`config.mk`:
```
export PLATFORM = sky130hd
export DESIGN_NAME = prisel
export DESIGN_NICKNAME = d
export VERILOG_FILES = /design/src/rtl/prisel.sv
export SDC_FILE = /design/constraint.sdc
export NUM_CORES = 1
export LEC_CHECK = 0
export ABC_AREA = 1
export ABC_CLOCK_PERIOD_IN_PS = 1950
export CAP_MARGIN = 20
export CORE_AREA = 10 10 47 49
export DETAILED_ROUTE_END_ITERATION = 16
export DIE_AREA = 0 0 57 59
export DONT_BUFFER_PORTS = 1
export SLEW_MARGIN = 20
export SYNTH_ARGS = -nofsm -noshare
export SYNTH_HDL_FRONTEND = slang
export SYNTH_SLANG_ARGS = --single-unit
```
`constraint.sdc`:
```
create_clock -name clk -period 1.95 [get_ports clk]
set_input_delay 0.195 -clock clk [delete_from_list [all_inputs] [get_ports clk]]
set_output_delay 0.195 -clock clk [all_outputs]
set_load 0.01 [all_outputs]
```
`src/rtl/prisel.sv`:
```
// Registered fixed-priority selector: grants the lowest-index requester and
// steers payload/response between the granted port and one shared resource.
module prisel #(
    parameter int unsigned NumPorts = 4,
    parameter type         T        = logic,
    parameter type         O        = logic
) (
    input  logic                clk,
    input  logic                rst,
    input  logic                enable,
    input  logic [NumPorts-1:0] inb,
    output logic                valid,
    input  T                    ins [NumPorts],
    output T                    sel_i,
    output O                    outs [NumPorts],
    input  O                    sel_o
);

    logic [NumPorts-1:0] r_gnt;
    logic                r_valid;
    logic [NumPorts-1:0] w_pick;
    logic                w_found;
    T                    w_sel;

    // One-hot of the lowest set request bit, port 0 wins
    always_comb begin
        w_pick  = '0;
        w_found = 1'b0;
        for (int i = 0; i < int'(NumPorts); i++) begin
            if (inb[i] && !w_found) begin
                w_pick[i] = 1'b1;
                w_found   = 1'b1;
            end
        end
    end

    // Grant only moves while enable is high so the owner can keep the resource
    always_ff @(posedge clk) begin
        if (rst) begin
            r_gnt   <= '0;
            r_valid <= 1'b0;
        end else if (enable) begin
            r_gnt   <= w_pick;
            r_valid <= |inb;
        end
    end

    always_comb begin
        w_sel = '0;
        for (int k = 0; k < int'(NumPorts); k++) begin
            if (r_gnt[k]) begin
                w_sel = ins[k];
            end
        end
    end

    // Response reaches only the granted slot; everyone else sees zero
    always_comb begin
        for (int j = 0; j < int'(NumPorts); j++) begin
            outs[j] = '0;
            if (r_gnt[j]) begin
                outs[j] = sel_o;
            end
        end
    end

    assign sel_i = w_sel;
    assign valid = r_valid;

endmodule

```
==> results.ini <==
[status]
outcome = finished, final reports clean

[global_route]
grt_util_all_layers_pct = 4.51
gr-total-overflow = 0
grt_pass1_vias = 248
antenna_found_initial = 0
grt_max_degree = 9
grt_first_pass_wirelength_microns = 1100

[yosys]
synth_area_leaders = dfxtp_1 36%, nand2_1 19%, inv_1 14%
ys_seq_area_share_pct = 36.0
yosysUniqueCellTypes = 12
async_flop_share_pct = 0
synth_warnings = 0
synth_top_area_share_pct = 36.0
synth_cells = 46
yosys.cell_count.top_type = nand2_1
synth-edff-count = 0
avgSynthCellArea_sq_um = 6.04
syn-cell-area_sq_um = 278
synth-seq-cells = 5
yosys-top-cells-count = 14 x nand2_1, 10 x inv_1, 5 x a21oi_1, 5 x dfxtp_1
syn-num-nets = 58
synth_flop_cell = dfxtp_1
yosysTopAreaCell = dfxtp_1

[pwr]
combPwrFrac_pct = 10.6
clockPowerShare_pct = 46.2
power_uw = 264
power.switching_uw = 66.0
power_leakage_uw = 0.000172
p_sw_share_pct = 25.0
vdd.ir_drop.worst_uv = 321
powerDensity_mw_per_mm2 = 789
p_int_uw = 198
seq_power_share_pct = 43.2

[critical_path]
start_kind = flop
worstSetupEndpointType = output port
worstSetupPathType = flop to output port
cp.required_ps = 1750
crit_arrival_ps = 1040
cp_max_fo = 4

[clock_network]
cts_tree = yes
numCtsBuffers = 3
insertion_delay_ps = 240
clk_pin_slew_worst_paths_ps = 40
cts_htree_levels = 1
clock-sinks = 5
clockBufferDepth = 2
postCtsSetupRepairBufs = 0
clock-root-buffer = clkbuf_4

[worst_hold_path]
hold_path.class = primary input to flop

[final_layout]
area.sequential_sq_um = 100
final_util_pct = 23.8
drive_gt1_share_pct = 13.7
syn2layout_area_growth_pct = 20.3
num-nets-final = 64
multi_input_area_sq_um = 136
antennaDiodeCount = 0
final.fill_count = 165

[timing]
setup_slack_ps = 719
hold_slack_ps = 17.9
rsz0062_at_grt = no
hold_violations = 0
slew_viol_final = 0
skew_ps = 0
tns_ps = 0
fin_crit_sh_pct = 63.1
setup_violations = 0
fmax_mhz = 812
min_period_ps = 1230
maxSlewHeadroom_pct = 81.7
worst_pin_slew_ps = 276

[floorplan]
row_count = 14
die_area_sq_mm = 0.00336
io-pin-count = 18
die-height_microns = 59
die_w_microns = 57
initial_utilization_pct = 19.8
core_area_sq_mm = 0.00140

[drt]
firstDrtPassIters = 4
routed_wl_microns = 753
avgRoutedWirePerCell_microns = 11.2
routed-via-count = 282
drc = 0
ant_nets = 0
via_per_inst = 4.21
drt_iter0_drc = 5

[place]
numPortBuffers = 0
gp_congestion = 0.737
dp_hpwl_microns = 624
post-place-ws_ps = 957

[run]
maxCapViolCount = 0

[sequential cells by signal, indices dropped and copies added, names as in the netlist]
name / count
r_gnt: 4
valid: 1
[per-stage QoR]
stage          instances  instance area, sq um
3_3_place_gp          62                   298
2_1_floorplan         46                   278
4_1_cts               66                   324
3_5_place_dp          62                   298
5_1_grt               67                   334
6_report              67                   334
[final timing paths]
check / start / to / slack, ps / depth (start not counted)
max reg2reg: valid / valid / 1180 / 3
max: r_gnt[1] / sel_i / 720 / 4
min: rst / r_gnt[1] / 20 / 1
min reg2reg: r_gnt[1] / r_gnt[1] / 510 / 2
[what timing repair did]
action | 4_1_cts | 5_1_grt
endpoints found under the hold margin | 0 | 1
resized for setup | 0 | 0
hold buffers | 0 | 1
[metal layers]
metal	global-route usage, %	share of wire [%]
met2	4.96	36
met1	4.19	39
met4	1.01	0
met5	0	0
met3	7.30	24
[worst max-delay path: stages, from the launching register on]
cell and delay [ps]:
dfxtp_1 380, inv_1 50, nand2_1 60, nand3_1 60, a21oi_1 250
[power groups by stage]
stage	Clock [uW]	Combinational, uW	Sequential [uW]
6_report	122	27.9	114
5_1_grt	137	32.4	115
4_1_cts	127	26.5	114
3_5_place_dp	0	26.3	116
3_3_place_gp	0	26.4	116
2_1_floorplan	0	23.0	114
[cell type report]
class	count	area share [%]
clock buffer	4	7.87
timing repair buffer	1	3.00
multi-input combinational	30	40.8
tap	16	5.99
inverter	11	12.4
sequential	5	30.0
[cell usage in the layout, fill, tap and decap left out]
master	Yosys	final
clkbuf_1	0	1
inv_2	1	1
o21ai_0	3	3
nand3_1	1	1
inv_1	10	10
nand2_2	1	1
dfxtp_1	5	5
nor2_1	3	3
a21oi_2	1	1
dlygate4sd3_1	0	1
a21oi_1	5	5
nor2_2	1	1
clkbuf_4	0	3
nand2_1	14	14
and2_1	1	1
[logic make-up (layout without fill, tap and decap cells)]
kind of cell | count (synthesis) | in the layout | synth area share, %
buffers and inverters | 11 | 16 | 14.9
AO/OA/AOI/OAI | 9 | 9 | 17.6
AND/OR/NAND/NOR | 21 | 21 | 31.5
flip-flops | 5 | 5 | 36.0
(Power assumes the default switching activity.)
